## config.mk

```make
export PLATFORM = sky130hd
export DESIGN_NAME = ide_reset_controller_flat
export DESIGN_NICKNAME = d
export VERILOG_FILES = /design/src/rtl/ide_pkg.sv /design/src/rtl/ide_reset_controller_if.sv /design/src/rtl/ide_reset_controller.sv /design/src/flat_wrapper.sv
export SDC_FILE = /design/constraint.sdc
export NUM_CORES = 1
export LEC_CHECK = 0
export CAP_MARGIN = 20
export CORE_ASPECT_RATIO = 0.9
export CORE_MARGIN = 2
export CORE_UTILIZATION = 25
export DETAILED_ROUTE_END_ITERATION = 8
export PLACE_DENSITY = 0.38
export SLEW_MARGIN = 5
export SYNTH_ARGS = -nofsm -noshare
export SYNTH_HDL_FRONTEND = slang
export SYNTH_SLANG_ARGS = --single-unit
```

## constraint.sdc

```tcl
create_clock -name clk -period 2.7 [get_ports clk]
set_input_delay 0.675 -clock clk [delete_from_list [all_inputs] [get_ports clk]]
set_output_delay 0.675 -clock clk [all_outputs]
set_load 0.05 [all_outputs]
```

## src/rtl/ide_pkg.sv

```systemverilog
// Shared types for the IDE device-side reset sequencer.
package ide_pkg;

   typedef enum logic [1:0] {
      IDLE     = 2'd0,
      ASSERT   = 2'd1,
      WAIT_CPU = 2'd2,
      SIG      = 2'd3
   } state_t;

   typedef enum logic [1:0] {
      CAUSE_NONE = 2'd0,
      CAUSE_HW   = 2'd1,
      CAUSE_SRST = 2'd2,
      CAUSE_CPU  = 2'd3
   } cause_t;

endpackage

```

## src/rtl/ide_reset_controller_if.sv

```systemverilog
// Reset-source inputs and taskfile/CPU-facing outputs of the reset sequencer.
interface ide_reset_controller_if;
   import ide_pkg::*;

   logic   hw_rst;
   logic   srst;
   logic   cpu_rst_req;
   logic   cpu_done;
   logic   cpu_irq_ack;
   logic   dev_rst;
   logic   bsy;
   logic   sig_load;
   logic   cpu_irq;
   cause_t rst_cause;
   logic   timeout;

   // Side that sources the reset requests (bus filter, DevCtl, firmware).
   modport master (
      output hw_rst, srst, cpu_rst_req, cpu_done, cpu_irq_ack,
      input  dev_rst, bsy, sig_load, cpu_irq, rst_cause, timeout
   );

   // The reset controller itself.
   modport slave (
      input  hw_rst, srst, cpu_rst_req, cpu_done, cpu_irq_ack,
      output dev_rst, bsy, sig_load, cpu_irq, rst_cause, timeout
   );

endinterface

```

## src/rtl/ide_reset_controller.sv

```systemverilog
// Device-side reset sequencer: hold taskfile in reset, hand off to firmware,
// then load the reset signature and release BSY. One counter serves both the
// minimum hold time and the firmware timeout.
module ide_reset_controller
   import ide_pkg::*;
#(
   parameter int HOLD_CYCLES    = 64,
   parameter int TIMEOUT_CYCLES = 1000000,
   parameter int CNT_W          = 21
) (
   input  logic                    clk,
   input  logic                    rst,
   ide_reset_controller_if.slave   bus
);

   localparam logic [CNT_W-1:0] HOLD_MAX = CNT_W'(HOLD_CYCLES);
   localparam logic [CNT_W-1:0] TO_LAST  = CNT_W'(TIMEOUT_CYCLES - 1);
   localparam logic [CNT_W-1:0] CNT_ONE  = CNT_W'(1);

   state_t           state, state_n;
   cause_t           act_cause, act_cause_n;   // source that owns the current ASSERT
   cause_t           rst_cause_q, rst_cause_n; // reported cause, latched at handoff
   logic [CNT_W-1:0] cnt, cnt_n;
   logic             srst_q;
   logic             srst_edge;
   logic             irq_set, to_set;
   logic             dev_rst_q, bsy_q, sig_load_q, cpu_irq_q, timeout_q;

   assign srst_edge = bus.srst & ~srst_q;

   // Next-state: hw_rst level beats an SRST edge, which beats a firmware request.
   always_comb begin
      state_n     = state;
      act_cause_n = act_cause;
      rst_cause_n = rst_cause_q;
      cnt_n       = cnt;
      irq_set     = 1'b0;
      to_set      = 1'b0;
      if (bus.hw_rst) begin
         // Held in ASSERT with the hold counter pinned at zero while hw_rst is high.
         state_n     = ASSERT;
         act_cause_n = CAUSE_HW;
         cnt_n       = '0;
      end else if (srst_edge && state != ASSERT) begin
         state_n     = ASSERT;
         act_cause_n = CAUSE_SRST;
         cnt_n       = '0;
      end else begin
         unique case (state)
            IDLE: begin
               if (bus.cpu_rst_req) begin
                  state_n     = ASSERT;
                  act_cause_n = CAUSE_CPU;
                  cnt_n       = '0;
               end
            end
            ASSERT: begin
               if (cnt != HOLD_MAX) begin
                  cnt_n = cnt + CNT_ONE;
               end else if (act_cause != CAUSE_SRST || !bus.srst) begin
                  // Hold satisfied and source released: hand off to firmware.
                  state_n     = WAIT_CPU;
                  cnt_n       = '0;
                  rst_cause_n = act_cause;
                  irq_set     = 1'b1;
               end
            end
            WAIT_CPU: begin
               if (bus.cpu_done) begin
                  state_n = SIG;
               end else if (cnt == TO_LAST) begin
                  state_n = SIG;
                  to_set  = 1'b1;
               end else begin
                  cnt_n = cnt + CNT_ONE;
               end
            end
            SIG:     state_n = IDLE;
            default: state_n = IDLE;
         endcase
      end
   end

   // State, counter and registered outputs; outputs follow the next state.
   always_ff @(posedge clk or posedge rst) begin
      if (rst) begin
         state       <= ASSERT;
         act_cause   <= CAUSE_HW;
         rst_cause_q <= CAUSE_HW;
         cnt         <= '0;
         srst_q      <= 1'b0;
         dev_rst_q   <= 1'b1;
         bsy_q       <= 1'b1;
         sig_load_q  <= 1'b0;
         cpu_irq_q   <= 1'b0;
         timeout_q   <= 1'b0;
      end else begin
         state       <= state_n;
         act_cause   <= act_cause_n;
         rst_cause_q <= rst_cause_n;
         cnt         <= cnt_n;
         srst_q      <= bus.srst;
         dev_rst_q   <= (state_n == ASSERT);
         bsy_q       <= (state_n != IDLE);
         sig_load_q  <= (state_n == SIG);
         // A set in the same cycle as the ack takes priority.
         if (irq_set)              cpu_irq_q <= 1'b1;
         else if (bus.cpu_irq_ack) cpu_irq_q <= 1'b0;
         if (to_set)               timeout_q <= 1'b1;
         else if (bus.cpu_irq_ack) timeout_q <= 1'b0;
      end
   end

   assign bus.dev_rst   = dev_rst_q;
   assign bus.bsy       = bsy_q;
   assign bus.sig_load  = sig_load_q;
   assign bus.cpu_irq   = cpu_irq_q;
   assign bus.rst_cause = rst_cause_q;
   assign bus.timeout   = timeout_q;

endmodule

```

## src/flat_wrapper.sv

```systemverilog
// flat-port wrapper written by rule: the top's interface ports become plain ports
module ide_reset_controller_flat import ide_pkg::*;
#(
   parameter int HOLD_CYCLES    = 64,
   parameter int TIMEOUT_CYCLES = 1000000,
   parameter int CNT_W          = 21
)
  (clk, rst, bus_hw_rst, bus_srst, bus_cpu_rst_req, bus_cpu_done, bus_cpu_irq_ack, bus_dev_rst, bus_bsy, bus_sig_load, bus_cpu_irq, bus_rst_cause, bus_timeout);
  ide_reset_controller_if bus_i ();
  input  logic clk;
  input  logic rst;
  input wire logic [$bits(bus_i.hw_rst)-1:0] bus_hw_rst;
  input wire logic [$bits(bus_i.srst)-1:0] bus_srst;
  input wire logic [$bits(bus_i.cpu_rst_req)-1:0] bus_cpu_rst_req;
  input wire logic [$bits(bus_i.cpu_done)-1:0] bus_cpu_done;
  input wire logic [$bits(bus_i.cpu_irq_ack)-1:0] bus_cpu_irq_ack;
  output wire logic [$bits(bus_i.dev_rst)-1:0] bus_dev_rst;
  output wire logic [$bits(bus_i.bsy)-1:0] bus_bsy;
  output wire logic [$bits(bus_i.sig_load)-1:0] bus_sig_load;
  output wire logic [$bits(bus_i.cpu_irq)-1:0] bus_cpu_irq;
  output wire logic [$bits(bus_i.rst_cause)-1:0] bus_rst_cause;
  output wire logic [$bits(bus_i.timeout)-1:0] bus_timeout;
  assign bus_i.hw_rst = bus_hw_rst;
  assign bus_i.srst = bus_srst;
  assign bus_i.cpu_rst_req = bus_cpu_rst_req;
  assign bus_i.cpu_done = bus_cpu_done;
  assign bus_i.cpu_irq_ack = bus_cpu_irq_ack;
  assign bus_dev_rst = bus_i.dev_rst;
  assign bus_bsy = bus_i.bsy;
  assign bus_sig_load = bus_i.sig_load;
  assign bus_cpu_irq = bus_i.cpu_irq;
  assign bus_rst_cause = bus_i.rst_cause;
  assign bus_timeout = bus_i.timeout;
  ide_reset_controller #(.HOLD_CYCLES(HOLD_CYCLES), .TIMEOUT_CYCLES(TIMEOUT_CYCLES), .CNT_W(CNT_W)) u_core (.clk(clk), .rst(rst), .bus(bus_i));
endmodule
```

==> Implementation_results.wiki, run 1 <==
{| class="wikitable"
! Metric !! Value
|-
| Synth-to-layout area growth || 23.1%
|-
| Worst path buffer plus inverter count || 2
|-
| Number of buffers added by the clock tree synthesis step || 5
|-
| Remaining antenna violation count || 0
|-
| Net switching fraction of the power || 0.242
|-
| Register-to-Register Setup Slack || 0.22 ns
|-
| Crit Path Class || reg2reg
|-
| Cell types with the largest area share after synthesis || dfrtp_1 34%, dfstp_2 6.4%, a221o_1 4.8%
|-
| Setup TNS || 0 ns
|-
| Area of the core || 0.00803 mm2
|-
| Num Clock Sinks || 33
|-
| Average detailed-routed wire length per instance || 16.0 um
|-
| Clock tree from TritonCTS || yes
|-
| Power per unit of standard cell area || 394 mW/mm2
|-
| Starting DRC count in detailed routing || 99
|-
| Length of the first detailed-routing pass in iterations || 4
|-
| Total count of hold-check failures in the final report || 0
|-
| Clk pwr share || 0.429
|-
| Prevailing post-synth register cell || dfrtp_1
|-
| Cell-by-cell listing of the critical path || inv_1 -> ha_1 -> or3_1 -> a311oi_1 -> a21oi_2 -> and3_1 -> buf_12 -> a221o_1
|-
| Drc violations || 0
|-
| Number of diodes added for antenna fixing || 0
|-
| Vias/cell || 5.09
|-
| Proportion of synthesized flip-flops having asynchronous set or reset || 1.00
|-
| #FFs+latches synth || 33
|-
| CTS clk-pin slew, worst paths || 0.07 ns
|-
| HP Start || u_core.bus.cpu_irq$_DFFE_PP0P_
|-
| Wire length of the first global-routing pass || 9660 um
|-
| Cell-internal power || 0.759 mW
|-
| Vias post-DR || 1847
|-
| Max VDD drop || 0.140 mV
|-
| Worst setup SP type || flip-flop
|-
| Area occupied by registers || 832 um2
|-
| Synthesized instance count || 233
|-
| Count of yosys warnings during synthesis || 0
|-
| Area occupied by multi-input gates || 0.00110 mm2
|-
| Die boundary height || 90.2 um
|-
| RR Endpoint || u_core.cnt[7]$_DFFE_PP0P_
|-
| Depth of the worst hold-timing path || 2
|-
| Starting density of the core || 0.257
|-
| Vias in the first global route || 1791
|-
| Final-stage net count || 276
|-
| Total grt overflow || 0
|-
| Half-perimeter wire length after detailed placement || 4160 um
|-
| Bufs on Longest Clock Path || 2
|-
| Row Count || 31
|-
| Transition at the pin with the smallest max-transition slack || 0.495 ns
|-
| WL final || 5800 um
|-
| Clock tree skew after final layout || 0.00520 ns
|-
| Proportion of synthesized chip area in sequential cells || 0.403
|-
| CP required || 2.87 ns
|-
| Data arrival, critical path || 2.66 ns
|-
| Final setup violation count || 0
|-
| PostCTS Resize Cnt || 0
|-
| Max-capacitance violation count || 0
|-
| Switching power total || 0.242 mW
|-
| Total setup buffers inserted after CTS || 0
|-
| Share of the clock period used by the worst path || 0.920
|-
| Final Max Slew Viols || 0
|-
| Filler instances || 850
|-
| Peak Freq || 0.403 GHz
|-
| Fraction of final layout cells with drive strength greater than 1 || 0.170
|-
| Worst slew margin relative to its limit || 0.669
|-
| Max H-tree Level || 2
|-
| Status || finished, final reports clean
|-
| Maximum number of pins on one net before global-route repair || 34
|-
| Count of boundary I/O pins || 14
|-
| Cell at the root of the clock tree || clkbuf_8
|-
| HP Class || reg2reg
|-
| Number of enable-type register cells in the synthesized netlist || 0
|-
| R2r startpoint || u_core.state[0]$_DFF_PP1_
|-
| Clock period minus final worst setup slack || 2.48 ns
|-
| Library cells used by synthesis || 50
|-
| Overall Global Routing Usage || 0.137
|-
| Number of antenna violations at the first check in global routing || 0
|-
| Hold path endpoint || u_core.bus.cpu_irq$_DFFE_PP0P_
|-
| Largest fanout on the critical path || 17
|-
| Endpoint kind of the worst setup timing path || flip-flop
|-
| Final Util || 0.317
|-
| Clock insertion delay at the later pin of the skew report || 0.29 ns
|-
| Minimum hold slack || 0.523 ns
|-
| Die X || 99.8 um
|-
| Number of hold-repair buffers added at the cts stage || 0
|-
| Total placed instance area || 0.00244 mm2
|-
| Worst path slowest cell || dfstp_2
|-
| Final weighted congestion in routability-driven placement || 0.803
|-
| LEAKAGE || 1.15 nW
|-
| Final cell area excluding filler cells || 0.00254 mm2
|-
| Max stage delay on crit path || 0.56 ns
|-
| Portion of total power attributed to sequential cells || 0.503
|-
| Count of input and output buffers || 13
|-
| Syn Nets || 246
|-
| Full die area || 0.00901 mm2
|-
| Family with the most delay on the worst path || compound AO/OA/AOI/OAI gates
|-
| Setup repair after global routing missed its margin || no
|-
| Total standard cell area after synthesis || 0.00207 mm2
|-
| Cell taking the most area after synthesis || dfrtp_1
|-
| Top cell type's share of synthesized area || 0.339
|-
| Portion of total power attributed to combinational logic || 0.068
|-
| Synthesized area divided by synthesized cell count || 8.87 um2
|-
| Worst Reg-to-Reg Cells || 8
|}
final cells by class:
| cell class | count | share of cell area |
|---|---|---|
| clock inverter | 1 | 0.00197 |
| clock buffer | 7 | 0.0379 |
| inverter | 20 | 0.0295 |
| multi-input combinational | 169 | 0.432 |
| sequential | 33 | 0.327 |
| tap | 99 | 0.0487 |
| timing repair buffer | 34 | 0.123 |
metrics by stage:
step,power [mW],setup slack [ns],std cells
final,1.00,0.216,363
after global routing,1.05,0.110,363
after CTS,1.02,0.207,363
after detailed placement,0.583,0.0366,355
after global placement,0.584,0.0636,355
after floorplan,0.552,0.256,233
Yosys cell counts (all sizes together), types with 4 or more instances:
cell	n
dfrtp	28
nor2	23
inv	20
nand2	17
and3	16
a221o	10
nand3	10
a21oi	9
nand4	9
clkbuf	8
a211oi	7
nor3	7
o21ai	7
ha	6
nor4	6
dfstp	5
o2bb2ai	5
nand2b	4
state kept, by name, summed over array words and instances (netlist names), 2 cells and up:
name / cells
u_core.state: 2
u_core.act_cause: 2
u_core.cnt: 21
u_core.bus.rst_cause: 2
power by group through the flow:
stage | Clock [mW] | Sequential [mW] | Combinational, mW
2_1_floorplan | 0 | 0.512 | 0.0398
3_3_place_gp | 0 | 0.514 | 0.0700
3_5_place_dp | 0 | 0.513 | 0.0700
4_1_cts | 0.448 | 0.504 | 0.0702
5_1_grt | 0.470 | 0.505 | 0.0765
6_report | 0.429 | 0.504 | 0.0683
kinds of logic (layout without fill, tap and decap cells):
family,count (synthesis),after routing,synth area share
AO/OA/AOI/OAI,53,53,0.197
adder cells (fa/ha/maj),6,6,0.0363
buffers and inverters,31,62,0.0660
flip-flops,33,33,0.403
multiplexers,1,1,0.00545
AND/OR/NAND/NOR,109,109,0.292
worst max-delay path by stage:
stage,start,to,slack (ns),cells after the start
after global placement,bus_srst,u_core.cnt[15]$_DFFE_PP0P_,0.06,8
final,u_core.state[0]$_DFF_PP1_,u_core.cnt[7]$_DFFE_PP0P_,0.22,8
after global routing,u_core.state[0]$_DFF_PP1_,u_core.cnt[3]$_DFFE_PP0P_,0.11,8
after detailed placement,bus_srst,u_core.cnt[8]$_DFFE_PP0P_,0.04,8
after CTS,u_core.state[0]$_DFF_PP1_,u_core.cnt[7]$_DFFE_PP0P_,0.21,8
after floorplan,u_core.state[0]$_DFF_PP1_,u_core.cnt[10]$_DFFE_PP0P_,0.26,9
routing by layer:
layer  vias to the layer above  track usage  part of all wire
met5                         -            0                 0
met4                         0       0.0331            0.0076
met3                         7       0.0311             0.042
met2                        37        0.204              0.43
met1                       881        0.199              0.52
li1                        922            -                 -
tightest hold or removal path, delay by kind of cell (launching register included):
kind	cells	cell delay (ns)
flip-flops	1	0.38
AO/OA/AOI/OAI	1	0.06
buffers and inverters	1	0.05
placed cells by master, fill, tap and decap left out, drive strengths merged, types with 3 or more instances in the layout:
cell type and count:
nor3 7, or2 3, dfrtp 28, a211oi 7
nand2b 4, nand4 9, inv 20, and3 16
o2bb2ai 5, clkdlybuf4s50 13, nor4 6, nand3 10
clkbuf 7, a21oi 9, nand2 17, buf 21
o21ai 7, nor2 23, a221o 10, ha 6
dfstp 5
Power figures use the tool's default switching activity.
==> run 2, diff against run 1 <==
- CTS_BUF_LIST: unset -> sky130_fd_sc_hd__clkbuf_8
==> results of run 2 <==
No change in the layout: final DEF, timing and power equal those of run 1.
